<file path="config.mk">
export PLATFORM = sky130hd
export DESIGN_NAME = alu_iter
export DESIGN_NICKNAME = d
export VERILOG_FILES = /design/src/rtl/alu_iter_pkg.sv /design/src/rtl/alu_iter_dp.sv /design/src/rtl/alu_iter.sv
export SDC_FILE = /design/constraint.sdc
export NUM_CORES = 1
export LEC_CHECK = 0
export CORE_MARGIN = 4
export CORE_UTILIZATION = 65
export DETAILED_ROUTE_END_ITERATION = 7
export GPL_ROUTABILITY_DRIVEN = 0
export PLACE_DENSITY = 0.87
export SKIP_CTS_REPAIR_TIMING = 1
export SLEW_MARGIN = 20
export SYNTH_ARGS = -nofsm -noshare
export SYNTH_HDL_FRONTEND = slang
export SYNTH_SLANG_ARGS = --single-unit
</file>
<file path="constraint.sdc">
create_clock -name clk_i -period 8.75 [get_ports clk_i]
set_input_delay 1.75 -clock clk_i [delete_from_list [all_inputs] [get_ports clk_i]]
set_output_delay 1.75 -clock clk_i [all_outputs]
set_load 0.01 [all_outputs]
</file>
<file path="src/rtl/alu_iter_pkg.sv">
// Shared CPU definitions: ALUCtrl operation codes, iterative-ALU state encoding
// and small decode helpers used by both the FSM and the datapath.
package alu_iter_pkg;

  localparam logic [3:0] ALU_AND  = 4'b0000;
  localparam logic [3:0] ALU_OR   = 4'b0001;
  localparam logic [3:0] ALU_ADD  = 4'b0010;
  localparam logic [3:0] ALU_SUB  = 4'b0110;
  localparam logic [3:0] ALU_SLT  = 4'b0111;
  localparam logic [3:0] ALU_SLL  = 4'b1000;
  localparam logic [3:0] ALU_SRL  = 4'b1001;
  localparam logic [3:0] ALU_SLLV = 4'b1010;
  localparam logic [3:0] ALU_SRLV = 4'b1011;
  localparam logic [3:0] ALU_MUL  = 4'b1100;

  // EXEC is the single evaluate cycle of one-cycle ops; DONE is the done_o cycle.
  typedef enum logic [2:0] {
    ST_IDLE  = 3'd0,
    ST_EXEC  = 3'd1,
    ST_SHIFT = 3'd2,
    ST_MUL   = 3'd3,
    ST_DONE  = 3'd4
  } state_e;

  function automatic logic is_supported(input logic [3:0] code);
    case (code)
      ALU_AND, ALU_OR, ALU_ADD, ALU_SUB, ALU_SLT,
      ALU_SLL, ALU_SRL, ALU_SLLV, ALU_SRLV, ALU_MUL: is_supported = 1'b1;
      default:                                       is_supported = 1'b0;
    endcase
  endfunction

  function automatic logic is_left_shift(input logic [3:0] code);
    is_left_shift = (code == ALU_SLL) || (code == ALU_SLLV);
  endfunction

endpackage

</file>
<file path="src/rtl/alu_iter_dp.sv">
// Iterative ALU datapath: captured operands, shift register, MUL accumulator, step counter.
// res_o is the value the op will hold after the current step; last_o flags the final step.
module alu_iter_dp
  import alu_iter_pkg::*;
#(
  parameter int WIDTH = 32
) (
  input  logic             clk_i,
  input  logic             rst_i,
  input  logic             load_i,
  input  logic             step_i,
  input  logic [3:0]       op_i,
  input  logic [WIDTH-1:0] src1_i,
  input  logic [WIDTH-1:0] src2_i,
  input  logic [4:0]       shamt_i,
  output logic             last_o,
  output logic             err_o,
  output logic [WIDTH-1:0] res_o
);

  localparam int CW = $clog2(WIDTH + 1);

  logic [3:0]       op_q;
  logic [WIDTH-1:0] a_q, b_q, acc_q;
  logic [CW-1:0]    cnt_q;

  logic [4:0]       amt;
  logic [CW-1:0]    cnt_load;
  logic [WIDTH-1:0] shifted;
  logic [WIDTH-1:0] mul_acc;
  logic             slt;

  always_comb begin
    amt      = ((op_i == ALU_SLLV) || (op_i == ALU_SRLV)) ? src1_i[4:0] : shamt_i;
    cnt_load = '0;
    if (op_i == ALU_MUL) begin
      cnt_load = CW'(WIDTH);
    end else if ((op_i == ALU_SLL) || (op_i == ALU_SRL) ||
                 (op_i == ALU_SLLV) || (op_i == ALU_SRLV)) begin
      cnt_load = CW'(amt);
    end
  end

  assign shifted = is_left_shift(op_q) ? (b_q << 1) : (b_q >> 1);
  assign mul_acc = acc_q + (b_q[0] ? a_q : '0);
  assign slt     = $signed(a_q) < $signed(b_q);

  always_comb begin
    res_o = '0;
    case (op_q)
      ALU_AND:  res_o = a_q & b_q;
      ALU_OR:   res_o = a_q | b_q;
      ALU_ADD:  res_o = a_q + b_q;
      ALU_SUB:  res_o = a_q - b_q;
      ALU_SLT:  res_o = {{(WIDTH-1){1'b0}}, slt};
      // A zero-amount shift never enters the stepping loop and returns src2 untouched.
      ALU_SLL, ALU_SRL, ALU_SLLV, ALU_SRLV:
                res_o = (cnt_q == '0) ? b_q : shifted;
      ALU_MUL:  res_o = mul_acc;
      default:  res_o = '0;
    endcase
  end

  assign last_o = (cnt_q == CW'(1));
  assign err_o  = !is_supported(op_q);

  always_ff @(posedge clk_i or negedge rst_i) begin
    if (!rst_i) begin
      op_q  <= ALU_AND;
      a_q   <= '0;
      b_q   <= '0;
      acc_q <= '0;
      cnt_q <= '0;
    end else if (load_i) begin
      op_q  <= op_i;
      a_q   <= src1_i;
      b_q   <= src2_i;
      acc_q <= '0;
      cnt_q <= cnt_load;
    end else if (step_i) begin
      cnt_q <= cnt_q - CW'(1);
      if (op_q == ALU_MUL) begin
        acc_q <= mul_acc;
        a_q   <= a_q << 1;
        b_q   <= b_q >> 1;
      end else begin
        b_q <= shifted;
      end
    end
  end

endmodule

</file>
<file path="src/rtl/alu_iter.sv">
// Multi-cycle ALU: logic/arith ops in 1 cycle, shifts in max(k,1), MUL in WIDTH cycles.
// start_i is ignored while busy_o; a start on the done_o cycle is accepted back-to-back.
module alu_iter
  import alu_iter_pkg::*;
#(
  parameter int WIDTH = 32
) (
  input  logic             clk_i,
  input  logic             rst_i,
  input  logic             start_i,
  input  logic [3:0]       ALUCtrl_i,
  input  logic [WIDTH-1:0] src1_i,
  input  logic [WIDTH-1:0] src2_i,
  input  logic [4:0]       shamt_i,
  output logic             busy_o,
  output logic             done_o,
  output logic [WIDTH-1:0] result_o,
  output logic             zero_o,
  output logic             err_o
);

  state_e           state_q, state_d, start_state;
  logic [WIDTH-1:0] result_q;
  logic             zero_q, err_q;
  logic             load, step, finish;
  logic             dp_last, dp_err;
  logic [WIDTH-1:0] dp_res;

  always_comb begin
    start_state = ST_EXEC;
    if (ALUCtrl_i == ALU_MUL) begin
      start_state = ST_MUL;
    end else if (((ALUCtrl_i == ALU_SLL) || (ALUCtrl_i == ALU_SRL)) && (shamt_i != '0)) begin
      start_state = ST_SHIFT;
    end else if (((ALUCtrl_i == ALU_SLLV) || (ALUCtrl_i == ALU_SRLV)) && (src1_i[4:0] != '0)) begin
      start_state = ST_SHIFT;
    end
  end

  always_comb begin
    state_d = state_q;
    load    = 1'b0;
    step    = 1'b0;
    finish  = 1'b0;
    case (state_q)
      ST_IDLE, ST_DONE: begin
        if (start_i) begin
          load    = 1'b1;
          state_d = start_state;
        end else begin
          state_d = ST_IDLE;
        end
      end
      ST_EXEC: begin
        finish  = 1'b1;
        state_d = ST_DONE;
      end
      ST_SHIFT, ST_MUL: begin
        step = 1'b1;
        if (dp_last) begin
          finish  = 1'b1;
          state_d = ST_DONE;
        end
      end
      default: state_d = ST_IDLE;
    endcase
  end

  always_ff @(posedge clk_i or negedge rst_i) begin
    if (!rst_i) begin
      state_q  <= ST_IDLE;
      result_q <= '0;
      zero_q   <= 1'b0;
      err_q    <= 1'b0;
    end else begin
      state_q <= state_d;
      if (finish) begin
        result_q <= dp_res;
        zero_q   <= (dp_res == '0);
        err_q    <= dp_err;
      end
    end
  end

  alu_iter_dp #(.WIDTH(WIDTH)) u_dp (
    .clk_i   (clk_i),
    .rst_i   (rst_i),
    .load_i  (load),
    .step_i  (step),
    .op_i    (ALUCtrl_i),
    .src1_i  (src1_i),
    .src2_i  (src2_i),
    .shamt_i (shamt_i),
    .last_o  (dp_last),
    .err_o   (dp_err),
    .res_o   (dp_res)
  );

  assign busy_o   = (state_q == ST_EXEC) || (state_q == ST_SHIFT) || (state_q == ST_MUL);
  assign done_o   = (state_q == ST_DONE);
  assign result_o = result_q;
  assign zero_o   = zero_q;
  assign err_o    = err_q;

endmodule

</file>
### Word-level counts from Yosys, hierarchy flattened

Memory sizes are Yosys's and may differ from the RTL's.
Cells that the tools add are included.

| operators by class | value |
|---|---|
| $lt $le $gt $ge | 1 |
| equality and inequality tests | 20 |
| muxes and demuxes | 29 |
| bitwise operators | 2 |
| reduce and logical (&&, ||, !) cells | 22 |
| add/subtract/negate cells | 4 |

Operators with widths:

| operator | number |
|---|---|
| $mux 32 | 12 |
| $pmux 32 s7 | 1 |
| $add 32x32->32 | 2 |
| $eq 4x4->1 const B | 10 |
| $and 32x32->32 | 1 |
| $logic_not 32->1 | 1 |
| $lt 32x32->1 | 1 |
| $or 32x32->32 | 1 |
| $sub 32x32->32 | 1 |
| $mux 6 | 3 |
| $mux 5 | 2 |
| $reduce_bool 5->1 | 2 |
| $mux 3 | 3 |
| $pmux 3 s3 | 1 |
| $eq 4x3->1 const B | 2 |
| $logic_or 1x1->1 | 7 |
| $eq 3x2->1 const B | 2 |
| $eq 6x1->1 const B | 1 |
| $logic_not 6->1 | 1 |
| $sub 6x1->6 const B | 1 |
| $eq 4x1->1 const B | 1 |
| $eq 4x2->1 const B | 1 |
| $logic_not 4->1 | 1 |
| $mux 1 | 4 |
| 12 further kinds | 16 |

| storage, ports and cells | value |
|---|---|
| memories | 1 |
| memory bits (read-only) | 16 |
| input port bits | 76 |
| bits in registers | 143 |
| output and inout port bits | 36 |

Memories:

| memory | words | width | rd ports | clocked after Yosys merged registers in | wr ports | line | source |
|---|---|---|---|---|---|---|---|
| (no name shown) | 16 | 1 | 1 | 0 | 0 | alu_iter_pkg.sv:26 | `case (code)` |

### Longest topological paths before layout

| logic depth | value |
|---|---|
| depth after elaboration | 8 |
| gate-level depth with buffers | 16 |
| mapped depth without buffers | 14 |

### Cells and area by module

Synthesis repeated with hierarchy kept, for this count alone.

| unflattened totals | value |
|---|---|
| cell total of the unflattened synthesis | 1648 |
| area, all modules | 13301.5 µm² |

By module, submodules not included:

| module | area an instance (µm²) | seq. area each (µm²) | cells an instance | times used |
|---|---|---|---|---|
| alu_iter_dp | 11770.0 | 2652.5 | 1545 | 1 |
| alu_iter | 1531.5 | 925.9 | 103 | 1 |

### Worst setup path after synthesis

OpenSTA, ideal clock, no wires.

| timing | value |
|---|---|
| path type | reg2reg |
| start point | register u_dp.b_q[0] |
| end point | register zero_q (netlist: zero_o) |
| stages on the path, launching flop included | 15 |
| data arrival time | 3.985 ns |
| clock period less this slack | 4.052 ns |
| slack | 4.698 ns |
| cells stage by stage | dfrtp_1 > ha_1 > ha_1 > fa_1 > a21o_1 > a221oi_1 > o22a_1 > o211a_1 > nor3b_1 > nor3_1 > xor2_1 > o221ai_1 > or4b_2 > nor4_2 > a32o_2 |

| on the way | value |
|---|---|
| word-level cells in the longest chain between the ends | 4 |
| elaborated cells on any way between the ends | 11 |
| those cells by class | add/sub (3); order compare (1); mux (4); bitwise (2); reduce/logical (1) |

Ends and longest elaborated chain:

| element | line | source |
|---|---|---|
| start: declaration | alu_iter_dp.sv:24 | `logic [WIDTH-1:0] a_q, b_q, acc_q;` |
| start signal: assignment | alu_iter_dp.sv:77 | `b_q <= src2_i;` |
| start signal: assignment | alu_iter_dp.sv:85 | `b_q <= b_q >> 1;` |
| start signal: assignment | alu_iter_dp.sv:87 | `b_q <= shifted;` |
| $mux 32 (on tied branches) | alu_iter_dp.sv:45, alu_iter_dp.sv:44 |  |
| $add 32x32->32 or $mux 32 (tied branches) | alu_iter_dp.sv:45, alu_iter_dp.sv:58 |  |
| $pmux 32 s7 (*) | alu_iter_dp.sv:50 | `case (op_q)` |
| $logic_not 32->1 (*) | alu_iter.sv:79 | `zero_q <= (dp_res == '0);` |
| end signal: assignment | alu_iter.sv:79 |  |
| end: declaration | alu_iter.sv:24 | `logic zero_q, err_q;` |

Every way passes the cells marked *; elsewhere a longest branch is shown, timed or not.
A chain may end at the register's enable or synchronous reset.

### Worst setup path after layout

Same ends and word-level chain as after synthesis.

==> flow_summary.yaml <==
run_status:
  status: "completed"
yosys:
  yosys_register_bits: 143
  synthFlopType: "dfrtp_1"
  synth_area_mm2: 0.01465
  synth_cell_types: 80
  yosysTopAreaCellShare: 0.2443
  yosysWarnings: 0
  syn_inst: 2002
  avgSynthCellArea_um2: 7.318
  ys_top_cells_by_area: "dfrtp_1, ha_1, nand2_1"
  synth_nets: 2215
  yosysSeqAreaShare: 0.2443
  synthArstFlopShare: 1.000
  synth_edf_count: 0
  synth_top_area_cell: "dfrtp_1"
critical_path:
  cp.arrival_ps: 5380
  r2r_start: "u_dp.b_q[0]$_DFFE_PN0P_"
  cpPeakStageDelay_ps: 700
  slowest_stage: "o41ai_1"
  critPathCaptureType: "flip-flop"
  path_buf_inv: 1
  critPathTopFamily: "compound AO/OA/AOI/OAI gates"
  startpoint: "u_dp.b_q[0]$_DFFE_PN0P_"
  worstPathMaxFanout: 32
  crit_chain: "inv_2 -> nor2_1 -> ha_1 -> and3_1 -> a221oi_1 -> o22a_1 -> o211a_1 -> o41ai_1 -> a21oi_1 -> o21ai_0 -> mux2i_1 -> o211ai_1 -> a2111oi_0 -> a32o_2"
  critPathKind: "reg2reg"
  startpoint_type: "flip-flop"
  required_ps: 9120
global_route:
  grt_pass1_vias: 14447
  grtUsageMet3: 0.1238
  grt_util_met1: 0.5598
  grt_pass1_wl_um: 77370
  top_usage_layer: "met1"
  overflow: 0
  grt_usage: 0.3878
  antenna_found_initial: 2
  grt_max_degree: 78
  gr-usage-met2: 0.5483
pwr:
  comb_power_share: 0.037
  p_int_mw: 1.071
  power_mw: 1.444
  seqPwrFrac: 0.457
  power_frac_clock: 0.506
  switching_power_uw: 373.5
  switching_share: 0.2586
  power.density_mw_per_mm2: 88.15
  power.leakage_nw: 7.435
  ir_drop_mv: 0.1240
floorplanning:
  rows: 54
  die-width_um: 158.1
  core_mm2: 0.02203
  start_util: 0.6651
  die_h_um: 158.1
  ioPinCount: 112
  dieArea_mm2: 0.02501
finish:
  fillers: 1713
  multi_input_area_mm2: 0.01016
  area_delta_synth_final_pct: 11.85
  final_common_cell: "nand2_1"
  layout.nets: 2237
  layout_common_cells: "nand2_1, nor2_1, a21oi_1"
  ff_latch_area_mm2: 0.003582
  drive_gt1_frac: 0.04713
routing:
  ant_nets: 0
  vias_per_cell: 7.032
  drc: 0
  drtPass1Iterations: 8
  post_drt_wl_per_cell_um: 21.37
  vias: 16301
  drt_iter0_drc: 2614
  drt-total-wl_um: 49530
sta:
  worst_slew_pin_slew_ps: 1088
  period_share: 0.5718
  final_max_slew_viol_count: 0
  rsz0062_at_grt: "no"
  hold_violations: 0
  slew_headroom: 0.2559
  fin_skew_ps: 11.89
  setup_viol: 0
  fmax_ghz: 0.1999
  final.setup.tns_ps: 0
  fin_crit_ps: 5003
worst_hold_path:
  hold_start: "result_o[20]$_DFFE_PN0P_"
  hold_class: "reg2reg"
clock_tree:
  clockRootBuffer: "clkbuf_16"
  htreeDepth: 4
  worstSkewPairLatency_ps: 440
  clk_pin_slew_worst_paths_ps: 70
  clockBufferDepth: 2
  cts_tree: "yes"
  cts_sinks: 143
  tritoncts.num_buffers: 17
run:
  cap_violations: 0
placed_design:
  dp_hpwl_um: 36150
  numPortBuffers: 111
## layer usage
metal  share of wire  wire (um)  vias up
met5         0.00034         17        -
met4           0.041       2039        2
met3            0.15       7662      207
met2            0.40      19890     1302
met1            0.40      19920     7553
li1                -          -     7237
## worst min-delay path, cell delays in order (launching register included)
cell and delay (ps):
dfrtp_1 340, nand2_1 50, nand2_1 40
## cell type report
class                           instances  share of cell area
Antenna cell                            1           0.0001527
Multi-Input combinational cell       1609              0.6198
Timing Repair Buffer                  133             0.07796
Inverter                              120             0.02749
Sequential cell                       143              0.2186
Clock buffer                           17             0.02596
Clock inverter                         15            0.008629
Tap cell                              280             0.02138
## flip-flops by register name, summed over array words and instances (netlist names)
| name | count |
|---|---|
| u_dp.b_q | 32 |
| zero_o | 1 |
| u_dp.a_q | 32 |
| state_q | 3 |
| err_o | 1 |
| u_dp.acc_q | 32 |
| u_dp.cnt_q | 6 |
| u_dp.op_q | 4 |
| result_o | 32 |
## synthesized netlist by cell type (15+ instances only)
cell type / number
a211oi_1: 30
a21o_1: 23
a21oi_1: 160
a31oi_1: 61
clkbuf_1: 107
dfrtp_1: 143
ha_1: 134
inv_1: 119
mux2i_1: 46
nand2_1: 324
nand2b_1: 21
nand3_1: 63
nand4_1: 18
nor2_1: 166
nor2b_1: 15
nor3_1: 35
nor4_1: 17
o211ai_1: 38
o21ai_0: 145
o22ai_1: 21
o31ai_1: 15
xnor2_1: 36
xor2_1: 18
## logic make-up (layout without fill, tap and decap cells)
| group | count (synthesis) | after routing | synth area share |
|---|---|---|---|
| AND/OR/NAND/NOR | 731 | 731 | 0.2259 |
| other | 0 | 1 | 0 |
| buffers and inverters | 250 | 285 | 0.06559 |
| multiplexers | 49 | 49 | 0.03373 |
| flip-flops | 143 | 143 | 0.2443 |
| adder cells (fa/ha/maj) | 137 | 137 | 0.1185 |
| AO/OA/AOI/OAI | 638 | 638 | 0.2797 |
| XOR/XNOR | 54 | 54 | 0.03228 |
## per-stage QoR
step           instance area, um2  instances  setup slack [ps]  utilization  hold WS (ps)
6_report                    16390       2318              3747       0.7439         465.5
5_1_grt                     16380       2317              3487       0.7438         490.6
4_1_cts                     16380       2317              3490       0.7438         472.6
3_5_place_dp                15820       2285              3576       0.7180         456.4
3_3_place_gp                15820       2285              3819       0.7180         451.5
2_1_floorplan               14650       2002              4699            -         466.6
## power groups by stage
stage / Clock [mW] / Sequential, mW / Combinational, mW
4_1_cts: 0.730 / 0.661 / 0.0537
5_1_grt: 0.756 / 0.660 / 0.0577
2_1_floorplan: 0 / 0.674 / 0.00352
6_report: 0.731 / 0.661 / 0.0530
3_3_place_gp: 0 / 0.673 / 0.0532
3_5_place_dp: 0 / 0.673 / 0.0535
## worst paths after layout
kind | cells past startpoint | endpoint | slack [ps]
worst min register to register | 2 | result_o[20]$_DFFE_PN0P_ | 470
worst min-delay path | 2 | result_o[20]$_DFFE_PN0P_ | 470
max in group asynchronous | 2 | u_dp.op_q[0]$_DFFE_PN0P_ | 5980
worst max-delay path | 14 | zero_o$_DFFE_PN0P_ | 3750
worst max register to register | 14 | zero_o$_DFFE_PN0P_ | 3750
min in group asynchronous | 1 | result_o[2]$_DFFE_PN0P_ | 1320
(Power assumes the default switching activity.)
